**src/rtl/axis_pkt_gen_pkg.sv**
```systemverilog
// Shared types and length helpers for the AXI Stream packet generator.
package axis_pkt_gen_pkg;

    typedef enum logic [1:0] {
        IDLE = 2'd0,
        SEND = 2'd1,
        GAP  = 2'd2,
        DONE = 2'd3
    } state_t;

    localparam int unsigned DEF_DATA_WIDTH = 32;
    localparam int unsigned BYTES          = DEF_DATA_WIDTH / 8;

    function automatic int unsigned beat_count(input int unsigned len, input int unsigned bytes);
        return (len + bytes - 1) / bytes;
    endfunction

    function automatic int unsigned rem_bytes(input int unsigned len, input int unsigned bytes);
        return len % bytes;
    endfunction

endpackage

```
**src/rtl/axis_keep_mask.sv**
```systemverilog
// Maps a last-beat byte remainder to a tkeep mask; remainder 0 means a full beat.
module axis_keep_mask
    import axis_pkt_gen_pkg::*;
#(
    parameter  int unsigned NUM_BYTES = BYTES,
    localparam int unsigned REM_W     = (NUM_BYTES > 1) ? $clog2(NUM_BYTES) : 1
) (
    input  logic [REM_W-1:0]     i_rem,
    output logic [NUM_BYTES-1:0] o_keep
);

    always_comb begin
        o_keep = '0;
        for (int i = 0; i < int'(NUM_BYTES); i++) begin
            o_keep[i] = (i_rem == '0) || (i < int'(i_rem));
        end
    end

endmodule

```
**src/rtl/axis_pkt_gen.sv**
```systemverilog
// AXI Stream packet generator: fixed-length patterned packets with optional gap and abort.
// Optional feature: AXIS_PKT_GEN_STALL_CNT_EN adds a saturating backpressure counter port.
module axis_pkt_gen
    import axis_pkt_gen_pkg::*;
#(
    parameter int unsigned DATA_WIDTH  = DEF_DATA_WIDTH,
    parameter int unsigned TUSER_WIDTH = 1,
    parameter int unsigned LEN_WIDTH   = 16,
    parameter int unsigned CNT_WIDTH   = 16
) (
    input  logic                    m_axis_aclk,
    input  logic                    m_axis_resetn,
    input  logic                    start,
    input  logic                    abort,
    input  logic [LEN_WIDTH-1:0]    pkt_len,
    input  logic [CNT_WIDTH-1:0]    pkt_count,
    input  logic [CNT_WIDTH-1:0]    gap,
    input  logic [7:0]              seed,
    output logic                    busy,
    output logic                    done,
`ifdef AXIS_PKT_GEN_STALL_CNT_EN
    output logic [31:0]             stall_cnt,
`endif
    output logic                    m_axis_tvalid,
    output logic [DATA_WIDTH-1:0]   m_axis_tdata,
    output logic [DATA_WIDTH/8-1:0] m_axis_tkeep,
    output logic                    m_axis_tlast,
    output logic [2:0]              m_axis_tid,
    output logic [TUSER_WIDTH-1:0]  m_axis_tuser,
    output logic [0:0]              m_axis_tdest,
    input  logic                    m_axis_tready
);

    localparam int unsigned NB    = DATA_WIDTH / 8;
    localparam int unsigned REM_W = (NB > 1) ? $clog2(NB) : 1;

    state_t                 r_state, w_state_nxt;
    logic [LEN_WIDTH-1:0]   r_len, r_beat;
    logic [CNT_WIDTH-1:0]   r_count, r_gap, r_pkt, r_gap_cnt;
    logic [7:0]             r_seed;
    logic                   r_abort, r_busy, r_done;
    logic                   r_tvalid, r_tlast;
    logic [DATA_WIDTH-1:0]  r_tdata;
    logic [NB-1:0]          r_tkeep;
    logic [2:0]             r_tid;
    logic [TUSER_WIDTH-1:0] r_tuser;

    logic                   w_hs, w_abort_any, w_last_pkt;
    logic                   w_load, w_drop, w_beat_last;
    logic [CNT_WIDTH-1:0]   w_ld_pkt;
    logic [LEN_WIDTH-1:0]   w_ld_beat, w_cur_len, w_nbeats;
    logic [7:0]             w_cur_seed, w_base;
    logic [REM_W-1:0]       w_rem;
    logic [NB-1:0]          w_last_keep, w_keep;
    logic [DATA_WIDTH-1:0]  w_data;

    assign w_hs        = r_tvalid && m_axis_tready;
    assign w_abort_any = r_abort || abort;
    assign w_last_pkt  = (r_pkt == r_count - CNT_WIDTH'(1));

    // In IDLE the first beat is built straight from the start-time inputs.
    assign w_cur_len  = (r_state == IDLE) ? pkt_len : r_len;
    assign w_cur_seed = (r_state == IDLE) ? seed    : r_seed;
    assign w_nbeats   = LEN_WIDTH'(beat_count(32'(w_cur_len), NB));
    assign w_rem      = REM_W'(rem_bytes(32'(w_cur_len), NB));

    axis_keep_mask #(.NUM_BYTES(NB)) u_keep_mask (
        .i_rem  (w_rem),
        .o_keep (w_last_keep)
    );

    always_comb begin
        w_state_nxt = r_state;
        w_load      = 1'b0;
        w_drop      = 1'b0;
        w_ld_pkt    = r_pkt;
        w_ld_beat   = '0;
        case (r_state)
            IDLE: begin
                if (start) begin
                    if (pkt_len == '0 || pkt_count == '0) begin
                        w_state_nxt = DONE;
                    end else begin
                        w_state_nxt = SEND;
                        w_load      = 1'b1;
                        w_ld_pkt    = '0;
                    end
                end
            end
            SEND: begin
                if (w_hs) begin
                    if (!r_tlast) begin
                        w_load    = 1'b1;
                        w_ld_beat = r_beat + LEN_WIDTH'(1);
                    end else if (w_last_pkt || w_abort_any) begin
                        w_state_nxt = DONE;
                        w_drop      = 1'b1;
                    end else if (r_gap != '0) begin
                        w_state_nxt = GAP;
                        w_drop      = 1'b1;
                    end else begin
                        w_load   = 1'b1;
                        w_ld_pkt = r_pkt + CNT_WIDTH'(1);
                    end
                end
            end
            GAP: begin
                if (w_abort_any) begin
                    w_state_nxt = DONE;
                end else if (r_gap_cnt == '0) begin
                    w_state_nxt = SEND;
                    w_load      = 1'b1;
                end
            end
            DONE:    w_state_nxt = IDLE;
            default: w_state_nxt = IDLE;
        endcase
    end

    // Byte k of packet p is seed + p + k; lanes past the packet end stay zero.
    always_comb begin
        w_beat_last = (w_ld_beat == w_nbeats - LEN_WIDTH'(1));
        w_keep      = w_beat_last ? w_last_keep : '1;
        w_base      = w_cur_seed + 8'(w_ld_pkt) + 8'(w_ld_beat * NB);
        w_data      = '0;
        for (int i = 0; i < int'(NB); i++) begin
            if (w_keep[i]) w_data[i*8 +: 8] = w_base + 8'(i);
        end
    end

    always_ff @(posedge m_axis_aclk) begin
        if (!m_axis_resetn) begin
            r_state   <= IDLE;
            r_len     <= '0;
            r_count   <= '0;
            r_gap     <= '0;
            r_seed    <= '0;
            r_pkt     <= '0;
            r_beat    <= '0;
            r_gap_cnt <= '0;
            r_abort   <= 1'b0;
            r_busy    <= 1'b0;
            r_done    <= 1'b0;
            r_tvalid  <= 1'b0;
            r_tdata   <= '0;
            r_tkeep   <= '0;
            r_tlast   <= 1'b0;
            r_tid     <= '0;
            r_tuser   <= '0;
        end else begin
            r_state <= w_state_nxt;
            // busy drops in the same cycle done pulses.
            r_busy  <= (w_state_nxt == SEND) || (w_state_nxt == GAP);
            r_done  <= (w_state_nxt == DONE);
            if (r_state == IDLE && start) begin
                r_len   <= pkt_len;
                r_count <= pkt_count;
                r_gap   <= gap;
                r_seed  <= seed;
                r_abort <= 1'b0;
            end else if ((r_state == SEND || r_state == GAP) && abort) begin
                r_abort <= 1'b1;
            end
            if (w_load) begin
                r_pkt <= w_ld_pkt;
            end else if (r_state == SEND && w_hs && r_tlast) begin
                r_pkt <= r_pkt + CNT_WIDTH'(1);
            end
            if (r_state == SEND) begin
                r_gap_cnt <= r_gap - CNT_WIDTH'(1);
            end else if (r_state == GAP) begin
                r_gap_cnt <= r_gap_cnt - CNT_WIDTH'(1);
            end
            if (w_load) begin
                r_tvalid <= 1'b1;
                r_tdata  <= w_data;
                r_tkeep  <= w_keep;
                r_tlast  <= w_beat_last;
                r_tid    <= 3'(w_ld_pkt);
                r_tuser  <= TUSER_WIDTH'(w_ld_beat == '0);
                r_beat   <= w_ld_beat;
            end else if (w_drop) begin
                r_tvalid <= 1'b0;
                r_tdata  <= '0;
                r_tkeep  <= '0;
                r_tlast  <= 1'b0;
                r_tid    <= '0;
                r_tuser  <= '0;
            end
        end
    end

`ifdef AXIS_PKT_GEN_STALL_CNT_EN
    logic [31:0] r_stall_cnt;

    always_ff @(posedge m_axis_aclk) begin
        if (!m_axis_resetn) begin
            r_stall_cnt <= '0;
        end else if (r_state == IDLE && start) begin
            r_stall_cnt <= '0;
        end else if (r_tvalid && !m_axis_tready && r_stall_cnt != '1) begin
            r_stall_cnt <= r_stall_cnt + 32'd1;
        end
    end

    assign stall_cnt = r_stall_cnt;
`endif

    assign busy          = r_busy;
    assign done          = r_done;
    assign m_axis_tvalid = r_tvalid;
    assign m_axis_tdata  = r_tdata;
    assign m_axis_tkeep  = r_tkeep;
    assign m_axis_tlast  = r_tlast;
    assign m_axis_tid    = r_tid;
    assign m_axis_tuser  = r_tuser;
    assign m_axis_tdest  = 1'b0;

endmodule

```
**config.mk**
```make
export PLATFORM = sky130hd
export DESIGN_NAME = axis_pkt_gen
export DESIGN_NICKNAME = d
export VERILOG_FILES = /design/src/rtl/axis_pkt_gen_pkg.sv /design/src/rtl/axis_keep_mask.sv /design/src/rtl/axis_pkt_gen.sv
export SDC_FILE = /design/constraint.sdc
export NUM_CORES = 1
export LEC_CHECK = 0
export BUFFER_PORTS_ARGS = -buffer_cell sky130_fd_sc_hd__buf_2
export CAP_MARGIN = 15
export CORE_ASPECT_RATIO = 1.75
export CORE_MARGIN = 5
export CORE_UTILIZATION = 55
export DETAILED_ROUTE_END_ITERATION = 10
export HOLD_SLACK_MARGIN = 0.12
export PLACE_DENSITY = 0.79
export RECOVER_POWER = 25
export SETUP_SLACK_MARGIN = 0.15
export SLEW_MARGIN = 20
export SYNTH_ARGS = -nofsm -noshare
export SYNTH_HDL_FRONTEND = slang
export SYNTH_SLANG_ARGS = --single-unit
```
**constraint.sdc**
```tcl
create_clock -name m_axis_aclk -period 7.4 [get_ports m_axis_aclk]
set_input_delay 1.48 -clock m_axis_aclk [delete_from_list [all_inputs] [get_ports m_axis_aclk]]
set_output_delay 1.48 -clock m_axis_aclk [all_outputs]
set_load 0.1 [all_outputs]
```
==> results summary <==
In this run the tightest slew margin relative to its limit is -79.0%. The via count normalized by instance count is 6.02. The post-CTS setup repair buffer count is 0.

Synthesis handed over a netlist of between 1000 and 1500 instances. Entering global routing, the biggest net connects 94 pins. Of all nets on the critical path, the largest fanout is 10.

In the final layout, the multi-input gates occupy ~6400 µm². The total via count in the routed design is approximately 9600. Compared with the post-synthesis result, the final layout area differs by 11.7%. Of the cells placed in the final design, the portion with a size suffix greater than 1 is 11.1%. The most used flip-flop cell after synthesis is sky130_fd_sc_hd__dfxtp_1. Hold timing on the final database bottoms out at a slack of 0.446 ns.

In this run the clock root is driven by a sky130_fd_sc_hd__clkbuf_16. The initial utilization of the core area, before any placement, comes to 56.1%. For this design, the CTS-stage hold fixing added 0 buffers. Across every metal layer, demand over resource in global routing totals 25.0%. The initial antenna violation count came to 1. The die covers 20800 µm².

The total cell area at the placement stage is 10400 µm². The actual slew at the worst max-slew pin came out at 2.68 ns. The clock passes through at most 2 buffers. The total of endpoints with negative setup slack in the final report came out at 0. The fraction of synthesized cell area taken by the top area cell type came out at 30.5%.

The H-tree generated during clock tree synthesis spans 4 levels. sky130_fd_sc_hd__dfxtp_1 takes more of the synthesized area than any other cell. The first global-routing pass estimated 43.9 mm of wire.

The filler cell count in the final layout came out at about 1600. The mean post-synth cell area came out at 7.68 µm². The count of placed standard cells including taps came out at about 1600. The number of unique standard cell types used by synthesis is 75. Yosys mapped a number of flops with a built-in enable equal to 0.

The final core area utilization is 62.7%. The portion of the clock cycle consumed by the worst path in the final layout came out at approximately nine tenths. The clock net in this run drives a total of 150 sinks. The count of pins on the block boundary is between 100 and 150. The setup TNS came out at 0 ns.

The sort of element at the end of the critical path is a register. At the end of routability-driven placement, the weighted congestion stood at around 0.9. For this run, the post-layout net count is 1433. VDD sags by at most approximately 320 µV. Summing all non-filler instances in the final layout gives an area of roughly 11000 µm². Leaving out filler cells and counting taps, the final layout contains 1587. The static leakage power came out at 4.22 nW. The launch point of the critical path is r_count[0]. Setup repair after global routing left no endpoint under its margin. The number of buffers inserted by port buffering is 104. The required time at the endpoint of the critical path is 7.69 ns. Sequential cells were found to cover 30.5% of the synthesized design area.

The worst setup path is launched from a register. The category of the critical setup timing path is register to register. The number of synthesized register bits is 150. The total routed wirelength is 26.5 mm. The chip width is 111 µm.

The number of slew-limit violations in the final report came out at between 50 and 60. The arrival time at the worst endpoint came out at 7.04 ns. The post-synthesis instance area is about 9800 µm². For the final database, setup skew stands at 0.0116 ns. The average wire per standard cell is 16.7 µm. TritonCTS built the clock tree. The height of the chip is 187 µm. The max-cap violation count is 1. The number of clock buffers added by TritonCTS is 17. Yosys printed 0 warnings. The post-synthesis net count is 1372.

The final reports fail on capacitance limit, slew limit. The reg-to-reg setup timing slack is between 0.6 and 0.7 ns. Yosys attributes the largest share of cell area to sky130_fd_sc_hd__dfxtp_1, sky130_fd_sc_hd__nand2_1, sky130_fd_sc_hd__xnor2_1. The insertion delay to the later sink of the worst-skew pair is 0.44 ns.

The final count of hold timing violations came to 0. The number of cells on the worst reg-to-reg path is 22. The final global-route overflow total is 0. The worst path in the final design needs a cycle of between 6 and 7 ns, including I/O delays and setup. In this run the critical register-to-register path is launched from r_count[0]. The final HPWL from detailed placement came out at between 15 and 20 mm. The count of antenna-violating nets left after detailed routing came out at 0. The capture instance of the worst register-to-register path is m_axis_tdata[31]. The CTS clock-pin slew for the worst setup and hold paths came out at 0.07 ns. The flow ran to the end, but the final reports show violations. In this run the power density over the cells is ~480 nW/µm². The async set-or-reset flop fraction in the synthesized netlist is 0%.

The violation count after the first detailed-route iteration is between 600 and 700. The worst hold path belongs to the class register to register. The area of the core region came out at 17500 µm². The highest clock rate is approximately 0.15 GHz.

The most critical setup path has its endpoint at m_axis_tdata[31]. The register area came out at between 3000 and 4000 µm². The number of placement rows is 64. The post-route DRC violation count is 0. The number of global-route vias before repair came out at just over 9000.

The count of TritonRoute iterations in the first routing pass is 6. The post-cts sizing count came out at 0.
-- registers in the layout (all words and copies together), names as in the netlist --
| name | cells |
|---|---|
| done | 1 |
| r_abort | 1 |
| r_len | 16 |
| r_state | 2 |
| r_pkt | 16 |
| m_axis_tkeep | 3 |
| r_gap | 16 |
| r_count | 16 |
| m_axis_tvalid | 1 |
| busy | 1 |
| r_gap_cnt | 16 |
| m_axis_tid | 3 |
| r_beat | 16 |
| m_axis_tdata | 32 |
| r_seed | 8 |
| m_axis_tuser | 1 |
| m_axis_tlast | 1 |
-- critical path, cell delays in order, from the launching register on --
cell and delay [ns]:
sky130_fd_sc_hd__dfxtp_1 0.36, sky130_fd_sc_hd__inv_1 0.08, sky130_fd_sc_hd__ha_1 0.28, sky130_fd_sc_hd__or3b_2 0.52, sky130_fd_sc_hd__or4_1 0.50, sky130_fd_sc_hd__a21o_1 0.20
sky130_fd_sc_hd__nor4_1 0.24, sky130_fd_sc_hd__nand4_1 0.46, sky130_fd_sc_hd__nand3_1 0.33, sky130_fd_sc_hd__o21ai_0 0.10, sky130_fd_sc_hd__a31oi_1 0.39, sky130_fd_sc_hd__fa_1 0.51
sky130_fd_sc_hd__ha_1 0.32, sky130_fd_sc_hd__a21o_1 0.19, sky130_fd_sc_hd__a21oi_1 0.28, sky130_fd_sc_hd__xnor2_1 0.31, sky130_fd_sc_hd__and2_1 0.28, sky130_fd_sc_hd__and3_1 0.25
sky130_fd_sc_hd__nor2b_1 0.31, sky130_fd_sc_hd__xnor2_1 0.15, sky130_fd_sc_hd__o31a_1 0.28, sky130_fd_sc_hd__o211ai_1 0.17, sky130_fd_sc_hd__o31ai_1 0.09
-- metrics by stage --
step,worst slack (ns),power [W]
global route,0.203,0.00560
global placement,0.920,0.00427
CTS,0.736,0.00524
finish,0.653,0.00525
floorplan,1.37,0.00378
detailed placement,0.749,0.00434
-- final cells by class --
cell class | count | area share (%)
Clock inverter | 15 | 1.41
Sequential cell | 150 | 27.3
Inverter | 50 | 1.72
Clock buffer | 17 | 3.87
Multi-Input combinational cell | 1008 | 57.9
Antenna cell | 1 | 0.0228
Tap cell | 231 | 2.63
Timing Repair Buffer | 115 | 5.17
-- cell families (layout without fill, tap and decap cells) --
| kind of cell | Yosys count | in the layout | synth area share, % |
|---|---|---|---|
| AND/OR/NAND/NOR | 540 | 540 | 26.9 |
| multiplexers | 56 | 56 | 5.81 |
| other | 1 | 2 | 0.0381 |
| flip-flops | 150 | 150 | 30.5 |
| AO/OA/AOI/OAI | 278 | 278 | 18.2 |
| buffers and inverters | 123 | 197 | 4.97 |
| adder cells (fa/ha/maj) | 30 | 30 | 4.27 |
| XOR/XNOR | 103 | 103 | 9.32 |
-- where the power goes --
group	switching [W]	internal, W	total, W
sequential	0.000183	0.00100	0.00119
combinational	0.00215	0.00102	0.00317
clock	0.000405	0.000479	0.000884
-- placed cells by master (no fill, tap or decap), types with 10 or more instances in the layout --
| cell type | count |
|---|---|
| sky130_fd_sc_hd__a21oi_1 | 93 |
| sky130_fd_sc_hd__nor2_1 | 116 |
| sky130_fd_sc_hd__and2_1 | 16 |
| sky130_fd_sc_hd__nand2_1 | 208 |
| sky130_fd_sc_hd__a22oi_1 | 23 |
| sky130_fd_sc_hd__clkbuf_1 | 26 |
| sky130_fd_sc_hd__dfxtp_1 | 150 |
| sky130_fd_sc_hd__xnor2_1 | 58 |
| sky130_fd_sc_hd__or3_1 | 13 |
| sky130_fd_sc_hd__o21ai_0 | 42 |
| sky130_fd_sc_hd__nand3_1 | 29 |
| sky130_fd_sc_hd__buf_2 | 79 |
| sky130_fd_sc_hd__ha_1 | 22 |
| sky130_fd_sc_hd__clkbuf_16 | 17 |
| sky130_fd_sc_hd__mux2i_1 | 47 |
| sky130_fd_sc_hd__nor4_1 | 24 |
| sky130_fd_sc_hd__and3_1 | 14 |
| sky130_fd_sc_hd__nand4_1 | 28 |
| sky130_fd_sc_hd__buf_4 | 10 |
| sky130_fd_sc_hd__o31ai_1 | 34 |
| sky130_fd_sc_hd__xor2_1 | 44 |
| sky130_fd_sc_hd__inv_1 | 49 |
| sky130_fd_sc_hd__nor3_1 | 28 |
-- cells in the mapped netlist, types with 24 or more instances --
library cell               instances
sky130_fd_sc_hd__nor3_1           28
sky130_fd_sc_hd__nor4_1           24
sky130_fd_sc_hd__xnor2_1          58
sky130_fd_sc_hd__clkbuf_1         55
sky130_fd_sc_hd__o21ai_0          42
sky130_fd_sc_hd__nand3_1          29
sky130_fd_sc_hd__nand2_1         209
sky130_fd_sc_hd__inv_1            49
sky130_fd_sc_hd__nand4_1          28
sky130_fd_sc_hd__o31ai_1          34
sky130_fd_sc_hd__xor2_1           44
sky130_fd_sc_hd__dfxtp_1         150
sky130_fd_sc_hd__nor2_1          116
sky130_fd_sc_hd__mux2i_1          47
sky130_fd_sc_hd__a21oi_1          93
sky130_fd_sc_hd__ha_1             24
-- per-layer routing --
layer	track usage, %	wire [µm]
met2	46.7	13900
met5	0	0
met3	3.88	1190
met1	27.3	10400
met4	11.8	948
-- how the worst min path moves through the flow --
stage          cells after the start  slack (ns)                to             start
2_1_floorplan                      2        0.43         r_seed[0]         r_seed[0]
3_3_place_gp                       2        0.43  m_axis_tdata[18]  m_axis_tdata[18]
3_5_place_dp                       2        0.44  m_axis_tdata[13]  m_axis_tdata[13]
4_1_cts                            2        0.45   m_axis_tdata[9]   m_axis_tdata[9]
5_1_grt                            2        0.47  m_axis_tdata[29]  m_axis_tdata[29]
6_report                           2        0.45   m_axis_tdata[9]   m_axis_tdata[9]
Power figures use the tool's default switching activity.
